==> src/rtl/we_pkg.sv <==
// we_pkg: shared types and constants for the write-enable write sequencer.
package we_pkg;

  localparam int WE_DATA_W = 64;

  localparam logic WE_WN_ACTIVE = 1'b0;

  typedef enum logic [1:0] {
    IDLE,
    WRITE,
    GAP
  } we_wr_state_t;

endpackage

==> src/rtl/we_wr_fifo.sv <==
// we_wr_fifo: synchronous request FIFO with registered full/empty and a head view.
module we_wr_fifo #(
  parameter int DEPTH  = 2,
  parameter int DATA_W = 64
) (
  input  logic              clk,
  input  logic              rst_n,
  input  logic              push,
  input  logic              pop,
  input  logic [DATA_W-1:0] data,
  output logic [DATA_W-1:0] head,
  output logic              full,
  output logic              empty
);

  localparam int AW = $clog2(DEPTH);
  localparam int CW = $clog2(DEPTH + 1);

  logic [DATA_W-1:0] mem [DEPTH];
  logic [AW-1:0]     wp, rp;
  logic [CW-1:0]     cnt;
  logic              do_push, do_pop;

  assign full    = cnt == CW'(DEPTH);
  assign empty   = cnt == '0;
  assign head    = mem[rp];
  assign do_push = push && !full;
  assign do_pop  = pop && !empty;

  // storage array; contents are don't-care until written
  always_ff @(posedge clk) begin
    if (do_push) mem[wp] <= data;
  end

  // pointers wrap naturally because DEPTH is a power of two
  always_ff @(posedge clk) begin
    if (!rst_n) begin
      wp  <= '0;
      rp  <= '0;
      cnt <= '0;
    end else begin
      wp  <= wp + AW'(do_push);
      rp  <= rp + AW'(do_pop);
      cnt <= cnt + CW'(do_push) - CW'(do_pop);
    end
  end

endmodule

==> src/rtl/we_wr_ctrl.sv <==
// we_wr_ctrl: buffers write requests and issues single-cycle wn strobes with a minimum gap.
// Optional WE_WR_CTRL_READBACK_EN adds rdata/rb_err to verify each captured word.
module we_wr_ctrl
  import we_pkg::*;
#(
  parameter int DATA_W = WE_DATA_W,
  parameter int DEPTH  = 2,
  parameter int GAP    = 0,
  parameter int CNT_W  = 16
) (
  input  logic              clk,
  input  logic              rst_n,
  input  logic              s_valid,
  output logic              s_ready,
  input  logic [DATA_W-1:0] s_data,
  output logic              wn,
  output logic [DATA_W-1:0] wdata,
  output logic              busy,
  output logic [CNT_W-1:0]  wr_count
`ifdef WE_WR_CTRL_READBACK_EN
  ,
  input  logic [DATA_W-1:0] rdata,
  output logic              rb_err
`endif
);

  localparam int              GW    = (GAP > 1) ? $clog2(GAP) : 1;
  localparam logic [GW-1:0]   GLOAD = GW'((GAP > 0) ? GAP - 1 : 0);

  we_wr_state_t      state, state_n;
  logic [GW-1:0]     gcnt, gcnt_n;
  logic              wn_n;
  logic [DATA_W-1:0] wdata_n;
  logic [CNT_W-1:0]  cnt_n;
  logic              full, empty, push, pop;
  logic [DATA_W-1:0] head;

  assign s_ready = rst_n && !full;
  assign push    = s_valid && s_ready;
  assign busy    = (state != IDLE) || !empty;

  we_wr_fifo #(
    .DEPTH (DEPTH),
    .DATA_W(DATA_W)
  ) u_fifo (
    .clk  (clk),
    .rst_n(rst_n),
    .push (push),
    .pop  (pop),
    .data (s_data),
    .head (head),
    .full (full),
    .empty(empty)
  );

  // a strobe issues whenever the FIFO has data and no gap is still owed
  always_comb begin
    pop     = !empty && (state == IDLE || (state == WRITE && GAP == 0) ||
                         (state == we_pkg::GAP && gcnt == '0));
    state_n = pop ? WRITE :
              (state == WRITE && GAP > 0) ? we_pkg::GAP :
              (state == we_pkg::GAP && gcnt != '0) ? we_pkg::GAP : IDLE;
    gcnt_n  = (state == WRITE) ? GLOAD : (state == we_pkg::GAP) ? gcnt - 1'b1 : gcnt;
    wn_n    = pop ? WE_WN_ACTIVE : ~WE_WN_ACTIVE;
    wdata_n = pop ? head : wdata;
    cnt_n   = wr_count + CNT_W'(pop);
  end

  // state and registered outputs; reset ends any strobe in progress
  always_ff @(posedge clk) begin
    if (!rst_n) begin
      state    <= IDLE;
      gcnt     <= '0;
      wn       <= ~WE_WN_ACTIVE;
      wdata    <= '0;
      wr_count <= '0;
    end else begin
      state    <= state_n;
      gcnt     <= gcnt_n;
      wn       <= wn_n;
      wdata    <= wdata_n;
      wr_count <= cnt_n;
    end
  end

`ifdef WE_WR_CTRL_READBACK_EN
  logic              chk;
  logic [DATA_W-1:0] last;

  // remember the word just strobed and compare it against the register one cycle later
  always_ff @(posedge clk) begin
    if (!rst_n) begin
      chk    <= 1'b0;
      last   <= '0;
      rb_err <= 1'b0;
    end else begin
      chk    <= wn == WE_WN_ACTIVE;
      last   <= wdata;
      rb_err <= rb_err || (chk && rdata != last);
    end
  end
`endif

endmodule
==> config.mk <==
export PLATFORM = sky130hd
export DESIGN_NAME = we_wr_ctrl
export DESIGN_NICKNAME = d
export VERILOG_FILES = /design/src/rtl/we_pkg.sv /design/src/rtl/we_wr_fifo.sv /design/src/rtl/we_wr_ctrl.sv
export SDC_FILE = /design/constraint.sdc
export NUM_CORES = 1
export LEC_CHECK = 0
export CORE_ASPECT_RATIO = 0.75
export CORE_MARGIN = 5
export CORE_UTILIZATION = 56
export DETAILED_ROUTE_END_ITERATION = 8
export PLACE_DENSITY = 0.95
export SLEW_MARGIN = 20
export SYNTH_ARGS = -nofsm -noshare
export SYNTH_HDL_FRONTEND = slang
export SYNTH_HIERARCHICAL = 1
export SYNTH_SLANG_ARGS = --single-unit
export TNS_END_PERCENT = 10
==> constraint.sdc <==
create_clock -name clk -period 5.2 [get_ports clk]
set_input_delay 1.04 -clock clk [delete_from_list [all_inputs] [get_ports clk]]
set_output_delay 1.04 -clock clk [all_outputs]
set_load 0.05 [all_outputs]
==> qor.txt, run 1 <==
run status: completed
clk sinks: 217
hold_buf cts: 0
Initial Utilization: 57.8%
Hold Violations, Final: 0
Worst Max-Slew Pin Slew: 0.978 ns
FF-to-FF End: wr_count[10]
Final Setup Violations: 0
largest net degree at the start of global routing: 90
share of layout cells above drive strength 1: 14.9%
first-pass GRT wire length: 27,000 µm
clock share of power: 24.4%
wire per inst: 17.9 µm
Port Buffers: 149
die area: 17,600 µm²
vias in the first global route: 5,363
CP Launch Type: flip-flop
core area: 14,600 µm²
Max FO, Critical Path: 67
Synth cell types: 37
fin cells: 954
area grow syn2layout: 26.8%
Placement Rows: 38
Setup CP Type: reg2reg
CTS Buffer Depth: 3
worst hold path type: reg2reg
combinational power share: 36.5%
fin crit period: 3.71 ns
worst skew pair latency: 0.48 ns
Switching Share: 36.0%
maxcap violations: 0
Mapped Cells: 596
Worst EP required: 5.57 ns
fin. max-slew vios: 0
Avg Cell Area, Syn: 14.2 µm²
Fin Hold WS: 0.457 ns
DR iter-0 viols: 246
critical path endpoint category: flip-flop
Final nets: 813
Chip Width: 152 µm
Sum Neg Setup Slack: 0 ns
sequential share of power: 39.1%
period utilization: 71.3%
Inserted Clock Buffers: 20
Pleak: 3.85 nW
R2R Setup Slk: 1.49 ns
Rel. slew slack: 34.8%
Crit path arrival time: 4.08 ns
Pint: 3.87 mW
Net Switching: 2.18 mW
antenna diode count: 0
drt drc: 0
Hold Path Origin: wdata[39]
CTS tree: yes
Critical R2R Launch: u_fifo/cnt[0]
Util after Layout: 73.3%
Resized cells post-CTS: 0
via count: 5,045
Peak VDD IR: 0.000371 V
routed wire length: 17,000 µm
dpl hpwl: 10,800 µm
Area contributors post-synth: edfxtp_1 (46%), dfxtp_1 (21%), mux2_4 (11%)
H-Tree Level Count: 1
synthesized area: 8430 µm²
GP Congestion: 0.864
Total GRT Usage: 19.3%
Worst Skew: 0.0104 ns
io pins: 150
synth warn: 6
initial antenna violation count: 0
#FFs+latches synth: 217
DR pass1 iterations: 5
worst reg-to-reg path cell count: 10
hold endpoint: wdata[39]
power consumption: 6.04 mW
WHS Path Cells: 2
Root Buffer: clkbuf_16
Fmax achieved: 270 MHz
Post-CTS Setup Bufs: 0
RSZ-0062 raised after global routing: no
Worst-path clk slew: 0.06 ns
top cell type's share of synthesized area: 45.6%
GR Overflow Total: 0
post-synth net total: 669
Die Ht: 116 µm
leading area contributor after synthesis: edfxtp_1
sequential cell area fraction in the yosys report: 66.7%
DR vias/cell: 5.29
Power Dens Cells: 565 nW/µm²
Routed Antenna Nets: 0
placed cells: 917
registers in the layout (all words and copies together) (netlist names), named ones only:
| register | cells |
|---|---|
| u_fifo/mem | 128 |
| wdata | 64 |
| wr_count | 16 |
| state | 2 |
| u_fifo/cnt | 2 |
| gcnt | 1 |
| u_fifo/rp | 1 |
| u_fifo/wp | 1 |
| wn | 1 |
cell usage after synthesis, drive strengths merged:
master	number
o21a	1
nor3b	1
nor3	4
and2	16
nand4	3
nor4	3
mux2i	3
nor2b	4
buf	19
edfxtp	128
o21ai	3
and4b	1
a21oi	1
nand3	6
xor2	8
or2b	1
xnor2	4
dfxtp	89
mux2	64
nand2b	3
nor2	4
or3	2
inv	7
xnor3	1
clkbuf	11
a21boi	66
ha	6
nand2	137
layout by cell type, fill, tap and decap left out, types with 3 or more instances in the layout:
| cell | n |
|---|---|
| ha_1 | 4 |
| nor4_2 | 3 |
| inv_1 | 6 |
| edfxtp_1 | 128 |
| xnor2_1 | 4 |
| clkinv_2 | 5 |
| mux2i_1 | 3 |
| clkbuf_8 | 4 |
| dfxtp_1 | 88 |
| mux2_2 | 4 |
| clkbuf_1 | 4 |
| nor2b_1 | 4 |
| nand3_1 | 5 |
| a21boi_1 | 66 |
| clkdlybuf4s50_1 | 148 |
| and2_1 | 16 |
| clkbuf_16 | 22 |
| nor3_1 | 3 |
| mux2_4 | 60 |
| xor2_1 | 8 |
| nor2_1 | 4 |
| nand2_1 | 137 |
cell families after synthesis:
| logic type | synth area share (%) |
|---|---|
| compound gates | 6.20 |
| flops | 66.7 |
| simple gates | 10.1 |
| mux | 11.6 |
| xor+xnor | 1.51 |
| buf+inv | 3.07 |
| fa+ha+maj | 0.890 |
layer usage:
layer,up-vias,GRT usage [%],routed length [µm]
met1,2482,24.8,6930
met4,0,4.37,242
li1,2365,-,-
met2,176,34.4,8660
met5,-,0,0
met3,22,3.84,1210
metrics by stage:
step                setup slack, ns  area [µm²]
finish                         1.49       10700
global route                   1.17       10700
CTS                            1.77       10700
detailed placement             1.78        9980
global placement               1.92        9980
floorplan                     0.784        8430
worst max path at each step:
stage / depth (start not counted) / start / to / slack, ns
floorplan: 5 / rst_n / u_fifo/mem[1][0] / 0.78
global placement: 3 / rst_n / s_ready / 1.92
detailed placement: 10 / u_fifo/cnt[0] / wr_count[14] / 1.78
CTS: 10 / u_fifo/cnt[0] / wr_count[14] / 1.77
global route: 10 / u_fifo/cnt[1] / wr_count[10] / 1.17
finish: 10 / u_fifo/cnt[0] / wr_count[10] / 1.49
area by class of cell:
type                            count  area, µm²
Sequential cell                   217       5630
Clock buffer                       30        621
Timing Repair Buffer              152       1530
Inverter                            7       27.5
Multi-Input combinational cell    342       2580
Tap cell                          200        250
Fill cell                         923       3900
Clock inverter                      6       58.8
power by group through the flow:
stage / registers [mW] / logic, mW / clock network [mW]
after CTS: 2.42 / 2.16 / 1.50
after floorplan: 3.01 / 0.957 / 0
final: 2.37 / 2.20 / 1.48
after detailed placement: 2.45 / 2.15 / 0
after global routing: 2.40 / 2.34 / 1.58
after global placement: 2.42 / 2.09 / 0
worst max-delay path, cell delays in order, from the launching register on:
cell and delay (ns):
dfxtp_1 0.34, nor2_1 0.13, nand2b_2 0.13, buf_4 0.59, clkinv_2 0.93, ha_1 0.57, ha_1 0.24, nand4_2 0.19
nor3_1 0.09, xor2_1 0.15, and2_1 0.17
No activity file was read; power rests on OpenSTA's default activity.
==> run 2: changes to the inputs <==
--- a/config.mk
+++ b/config.mk
@@ -7,9 +7,9 @@
 export LEC_CHECK = 0
 export CORE_ASPECT_RATIO = 0.75
 export CORE_MARGIN = 5
-export CORE_UTILIZATION = 56
+export CORE_UTILIZATION = 52
 export DETAILED_ROUTE_END_ITERATION = 8
-export PLACE_DENSITY = 0.95
+export PLACE_DENSITY = 0.9
 export SLEW_MARGIN = 20
 export SYNTH_ARGS = -nofsm -noshare
 export SYNTH_HDL_FRONTEND = slang
==> constraint.sdc (replaced) <==
create_clock -name clk -period 3.7 [get_ports clk]
set_input_delay 0.74 -clock clk [delete_from_list [all_inputs] [get_ports clk]]
set_output_delay 0.74 -clock clk [all_outputs]
set_load 0.05 [all_outputs]
==> qor.txt, run 2 (synthesis gave the netlist of run 1 again) <==
run status: completed
io pins: 150
sequential share of power: 39.7%
Pint: 5.34 mW
Fin Hold WS: 0.450 ns
critical path endpoint category: output pin
Root Buffer: clkbuf_16
Setup CP Type: reg2out
Net Switching: 3.06 mW
antenna diode count: 0
Initial Utilization: 52.8%
share of layout cells above drive strength 1: 14.8%
most common cell after layout, fill and taps aside: clkdlybuf4s50_1
met1 usage: 22.7%
period utilization: 75.0%
crit path cell chain: or2b_1 > inv_1 > nor2b_1 > clkdlybuf4s50_1
area grow syn2layout: 26.9%
layer with the highest usage: met2
die area: 18,900 µm²
Fmax achieved: 360 MHz
core area: 16,000 µm²
commonest cells after routing, fill and taps aside: clkdlybuf4s50_1 (148), nand2_1 (137), edfxtp_1 (128)
CP Launch Type: flip-flop
Peak VDD IR: 0.000498 V
Worst EP required: 2.96 ns
Sequential Area: 5630 µm²
fin crit period: 2.77 ns
initial antenna violation count: 0
Total GRT Usage: 17.1%
dpl hpwl: 10,400 µm
DR pass1 iterations: 4
layout filler cell count: 1,156
Routed Antenna Nets: 0
Rel. slew slack: 46.0%
drt drc: 0
Largest Register: u_fifo/mem
via count: 4,914
Die Ht: 120 µm
GP Congestion: 0.738
Post-CTS Setup Bufs: 0
wire per inst: 16.9 µm
Port Buffers: 149
fin. max-slew vios: 0
clock share of power: 23.5%
CTS Buffer Depth: 3
combinational power share: 36.8%
CTS tree: yes
met2 Resource Use GR: 29.2%
clk sinks: 217
hold_buf cts: 0
Chip Width: 157 µm
routed wire length: 16,400 µm
Placement Rows: 40
first-pass GRT wire length: 26,000 µm
Worst Max-Slew Pin Slew: 0.810 ns
H-Tree Level Count: 1
Pleak: 3.85 nW
worst hold path type: reg2reg
Power Dens Cells: 784 nW/µm²
vias in the first global route: 5,056
DR vias/cell: 5.08
Worst Skew: 0.0145 ns
max reg flops: 128
Worst-path clk slew: 0.06 ns
Inserted Clock Buffers: 21
Crit path arrival time: 2.03 ns
Switching Share: 36.4%
maxcap violations: 0
RSZ-0062 raised after global routing: no
footprint of the multi-input gates: 2580 µm²
met3 Use GR: 3.51%
Hold Violations, Final: 0
Resized cells post-CTS: 0
DR iter-0 viols: 244
Sum Neg Setup Slack: 0 ns
Final Setup Violations: 0
GR Overflow Total: 0
Final nets: 817
Top Registers: u_fifo/mem: 128 flops, wdata: 64 flops, wr_count: 16 flops
worst skew pair latency: 0.48 ns
Slowest-stage cell, CP: clkdlybuf4s50_1
Max FO, Critical Path: 4
largest net degree at the start of global routing: 90
critical path's largest stage delay: 0.86 ns
run 2: critical path: cells and delay by family, from the launching register on:
kind	cells	cell delay, ns
and+or+nand+nor	2	0.28
DFF	1	0.37
buffers and inverters	2	0.91
run 2: metal layers:
metal | part of all wire (%) | vias up
met5 | 0 | -
met3 | 6.6 | 24
met1 | 43 | 2378
li1 | - | 2370
met2 | 48 | 142
met4 | 1.9 | 0
run 2: final cells by class:
cell class | count | area share, %
Timing Repair Buffer | 155 | 14.7
Multi-Input combinational cell | 342 | 24.1
Tap cell | 210 | 2.46
Clock buffer | 25 | 5.14
Inverter | 7 | 0.246
Sequential cell | 217 | 52.6
Clock inverter | 11 | 0.807
run 2: worst paths after layout:
check / cells after the start / start / slack, ns / endpoint
setup reg to reg: 7 / u_fifo/cnt[0] / 1.50 / u_fifo/mem[0][25]
hold reg to reg: 2 / wdata[55] / 0.45 / wdata[55]
hold / removal: 2 / wdata[55] / 0.45 / wdata[55]
setup / recovery: 4 / u_fifo/cnt[0] / 0.93 / s_ready
run 2: power groups by stage:
| stage | logic (mW) | registers (mW) | clock network (mW) |
|---|---|---|---|
| 4_1_cts | 3.13 | 3.34 | 2.03 |
| 2_1_floorplan | 1.35 | 4.23 | 0 |
| 3_5_place_dp | 3.11 | 3.38 | 0 |
| 3_3_place_gp | 3.06 | 3.35 | 0 |
| 5_1_grt | 3.29 | 3.39 | 2.12 |
| 6_report | 3.09 | 3.33 | 1.98 |
run 2: per-stage QoR:
step	std cells	instance area, µm²	util, %	setup WS (ns)	total power [mW]
5_1_grt	967	10700	67.0	0.795	8.79
6_report	967	10700	67.0	0.926	8.40
3_3_place_gp	931	10100	63.0	1.05	6.42
3_5_place_dp	931	10100	63.0	1.03	6.49
2_1_floorplan	596	8430	-	-0.416	5.58
4_1_cts	967	10700	67.0	0.864	8.49
==> variant 1, RTL diff (settings of run 2) <==
The option `WE_WR_CTRL_READBACK_EN` is turned on by a define.
--- a/src/rtl/we_wr_ctrl.sv
+++ b/src/rtl/we_wr_ctrl.sv
@@ -1,5 +1,7 @@
 // we_wr_ctrl: buffers write requests and issues single-cycle wn strobes with a minimum gap.
 // Optional WE_WR_CTRL_READBACK_EN adds rdata/rb_err to verify each captured word.
+`define WE_WR_CTRL_READBACK_EN
+
 module we_wr_ctrl
   import we_pkg::*;
 #(
Interface: changed (added rb_err and rdata); port bits go from 150 to 215. No check against the original RTL was run, so the function may have changed too.
==> variant 1 against run 2 <==
Design area up 33%; power is 30% higher; synthesized area grew 29%; worst setup slack better by 0.12 ns; hold slack better by 0.0071 ns; routed wire length is 62% higher; sequential cell count rose by 66; clock power is 56% higher; cell count is 38% higher; synthesized cell count increased by 38%; critical endpoint is now wr_count[4]; largest cell class unchanged; highest routed layer is now met5.
==> variant 1: results (changes against run 2) <==
Filler Cell Count=1420 (+23%); Leakage Power=5.34 nW (+39%); CP delay by family, top=buffers and inverters; largest net degree at the start of global routing=81 (-10%); WL met2=11.9 mm (+51%); Placement Setup Slack=1.05 ns (+0.0208 ns); Compound-Gate Fraction of Synth Area=5.24% (-0.96 points); adder-cell share of the synthesized area=0.689% (-0.20 points); crit-path max FO=6 (+2); hold endpoint=chk$_SDFF_PN0_; max incr delay on CP=0.88 ns (+0.02 ns); Antenna diodes=0 (unchanged); GRT Overall Usage=21.6% (+4.5 points); status=finished clean; biggest regs=u_fifo/mem (128), last (64), wdata (64); sequential fraction of the synthesis area=63.8% (-2.9 points); Critical Path End=wr_count[4]; DRT Pass-1 Iters=5 (+1); largest cells by area after synthesis=edfxtp_1, dfxtp_1, mux2_4, xor2_1, nand2_1; Clock-cell share=7.07% (+1.1 points); total CTS buffers=27 (+29%); fmax=0.376 GHz (+4.4%); synthesized-area fraction occupied by xor and xnor cells=6.16% (+4.6 points); vias in the first global route=7068 (+40%); number of port buffers=214 (+44%); HPWL after DPL=18.3 mm (+76%); sequential cell area=0.00695 mm² (+23%); placed insts=1287 (+38%); non-clock buffering overhead in the final layout=15.6% (+0.95 points); fin cells=1335 (+38%); Final Hold Slack=0.457 ns (+0.00705 ns); Tap Cells=282 (+34%); Post-synth top cells=dfxtp_1, nand2_1, edfxtp_1; Post-DP Area=0.0132 mm² (+31%); first-pass GRT wire length=39.7 mm (+53%); vias per cell=5.10 (+0.28%); WL/cell=19.8 µm (+17%); reg2reg path depth=10 (+3); met2 Usage GRT=35.1% (+6.0 points); total number of sequential cells=283 (+30%); RR Startpoint=state[0]$_SDFF_PN0_; Non-Clock Buffer Count=222 (+43%); maximum VDD drop=455 µV (-8.7%); Nets=1171 (+43%); 1st-iter DRT viols=434 (+78%); Hold Crit Start=wn$_SDFF_PN1_; multi-input logic area=0.00368 mm² (+43%); Seq area share=48.8% (-3.8 points); Routed met3 length=2.88 mm (+170%); clk_lat worst skew=0.52 ns (+0.04 ns); mux share of post-synthesis cell area=8.87% (-2.7 points); met1 GRT Util=27.9% (+5.1 points); Highest Signal Layer=met5; multi-input gate count=493 (+44%); initial antenna violation count=2 (+2); share of layout cells above drive strength 1=12.3% (-2.4 points); cell depth of the worst hold path=1 (-1); CP Launch Point=wr_count[4]$_SDFF_PN0_; Synth cell types=38 (+2.7%); reg-to-reg setup timing slack=1.24 ns (-0.26 ns)
[variant 1: changes by cell type in the layout (fill, tap and decap cells not counted), sizes merged, moves of 4 or more]
| cell | run 2 | this run |
|---|---|---|
| nor4 | 3 | 13 |
| bufinv | 1 | 8 |
| dfxtp | 89 | 155 |
| nand4 | 3 | 8 |
| clkdlybuf4s50 | 148 | 212 |
| xnor2 | 4 | 12 |
| o21ai | 3 | 7 |
| clkbuf | 25 | 32 |
| xor2 | 8 | 62 |
| and2 | 16 | 78 |
[variant 1: power breakdown]
| part | switching [mW] | leakage [nW] | total (mW) | internal (mW) |
|---|---|---|---|---|
| Combinational | 2.16 | 2.41 | 3.49 | 1.33 |
| Clock | 1.14 | 0.495 | 3.09 | 1.95 |
| Sequential | 0.414 | 2.43 | 4.31 | 3.90 |
| Total | 3.71 | 5.34 | 10.9 | 7.18 |
==> variant 2, RTL diff (settings of run 2) <==
Without the edit above. Take the reset off `wdata` and load it in a clocked block of its own.
--- a/src/rtl/we_wr_ctrl.sv
+++ b/src/rtl/we_wr_ctrl.sv
@@ -72,15 +72,17 @@
       state    <= IDLE;
       gcnt     <= '0;
       wn       <= ~WE_WN_ACTIVE;
-      wdata    <= '0;
       wr_count <= '0;
     end else begin
       state    <= state_n;
       gcnt     <= gcnt_n;
       wn       <= wn_n;
-      wdata    <= wdata_n;
       wr_count <= cnt_n;
     end
+  end
+
+  always_ff @(posedge clk) begin
+    wdata <= wdata_n;
   end
 
 `ifdef WE_WR_CTRL_READBACK_EN
Check against the original RTL: differs if rst_n is asserted again (counterexample within 4 cycles, from zero or initial values and one cycle with rst_n low); with rst_n held inactive, the same outputs for 10 cycles.
==> variant 2 against run 2 <==
Via count decreased by 22%; global-route usage is 1.4 points lower; design area is 3.0% lower; cell count down 20%; non-clock buffer count increased by 2; power grew 1.6%; synthesized area fell by 5.0%; sequential cell count is the same; routed wire length down 13%; worst setup slack gained 0.17 ns; combinational power decreased by 6.8%; critical path type is now in -> out; largest power group unchanged.
==> variant 2: results (changes against run 2) <==
syn nets=455 (-32%); HPWL after DPL=9.49 mm (-8.8%); post-synthesis average cell area=21.0 µm² (+48%); multi-input gate count=150 (-56%); post-route minimum period=2.60 ns (-0.174 ns); DRT Pass-1 Iters=5 (+1); total number of sequential cells=217 (unchanged); pwr dens=822 mW/mm² (+4.7%); Final Util=68.4% (+1.4 points); multi-input logic area=0.00162 mm² (-37%); Post-DP Area=0.00972 mm² (-3.4%); fin cells=773 (-20%); Hold Crit Start=u_fifo/rp$_SDFF_PN0_; status=finished clean; RR Startpoint=u_fifo/cnt[1]$_SDFF_PN0_; largest net degree at the start of global routing=66 (-27%); Seq area share=60.4% (+7.8 points); max incr delay on CP=0.45 ns (-0.41 ns); Max-slew headroom=42.2% (-3.7 points); Post-synth top cells=edfxtp_1, mux2_4, dfxtp_1; maximum VDD drop=615 µV (+23%); reg2reg end=u_fifo/mem[0][33]$_DFFE_PP_; Clock-cell share=6.35% (+0.40 points); Placement Setup Slack=0.669 ns (-0.358 ns); placed insts=735 (-21%); Non-Clock Buffer Count=157 (+1.3%); non-clock buffering overhead in the final layout=14.9% (+0.26 points); vias in the first global route=4147 (-18%); NetSw=2.91 mW (-5.0%); FP Rows=39 (-2.5%); 1st-iter DRT viols=179 (-27%); placer congestion estimate=0.736 (-0.26%); sequential fraction of the synthesis area=78.2% (+11 points); reg-to-reg setup timing slack=1.59 ns (+0.09 ns); Clk pwr share=23.7% (+0.2 points); Fin Clk Skew=0.00922 ns (-0.00526 ns); final wirelength=14.3 mm (-13%); Filler Cell Count=948 (-18%)
-- variant 2: routing by layer --
metal	wire length [µm]	GRT usage (%)
met1	5840	20.6
met2	7300	26.4
met3	877	3.97
met4	268	4.14
met5	0	0
-- variant 2: worst max-delay path by stage --
stage,from,end
after floorplan,rst_n,u_fifo/mem[1][0]$_DFFE_PP_
after global placement,rst_n,u_fifo/mem[0][38]$_DFFE_PP_
after detailed placement,rst_n,u_fifo/mem[0][3]$_DFFE_PP_
after CTS,u_fifo/cnt[1]$_SDFF_PN0_,busy
after global routing,u_fifo/cnt[1]$_SDFF_PN0_,busy
final,rst_n,s_ready
-- variant 2: kinds of logic after synthesis --
kind of cell             count (synthesis)  synth area share (%)
XOR/XNOR                                13                  1.59
AO/OA/AOI/OAI                            7                 0.562
flip-flops                             217                  78.2
adder cells (fa/ha/maj)                  6                 0.936
multiplexers                            67                  12.2
AND/OR/NAND/NOR                         57                  4.56
buffers and inverters                   15                  2.01
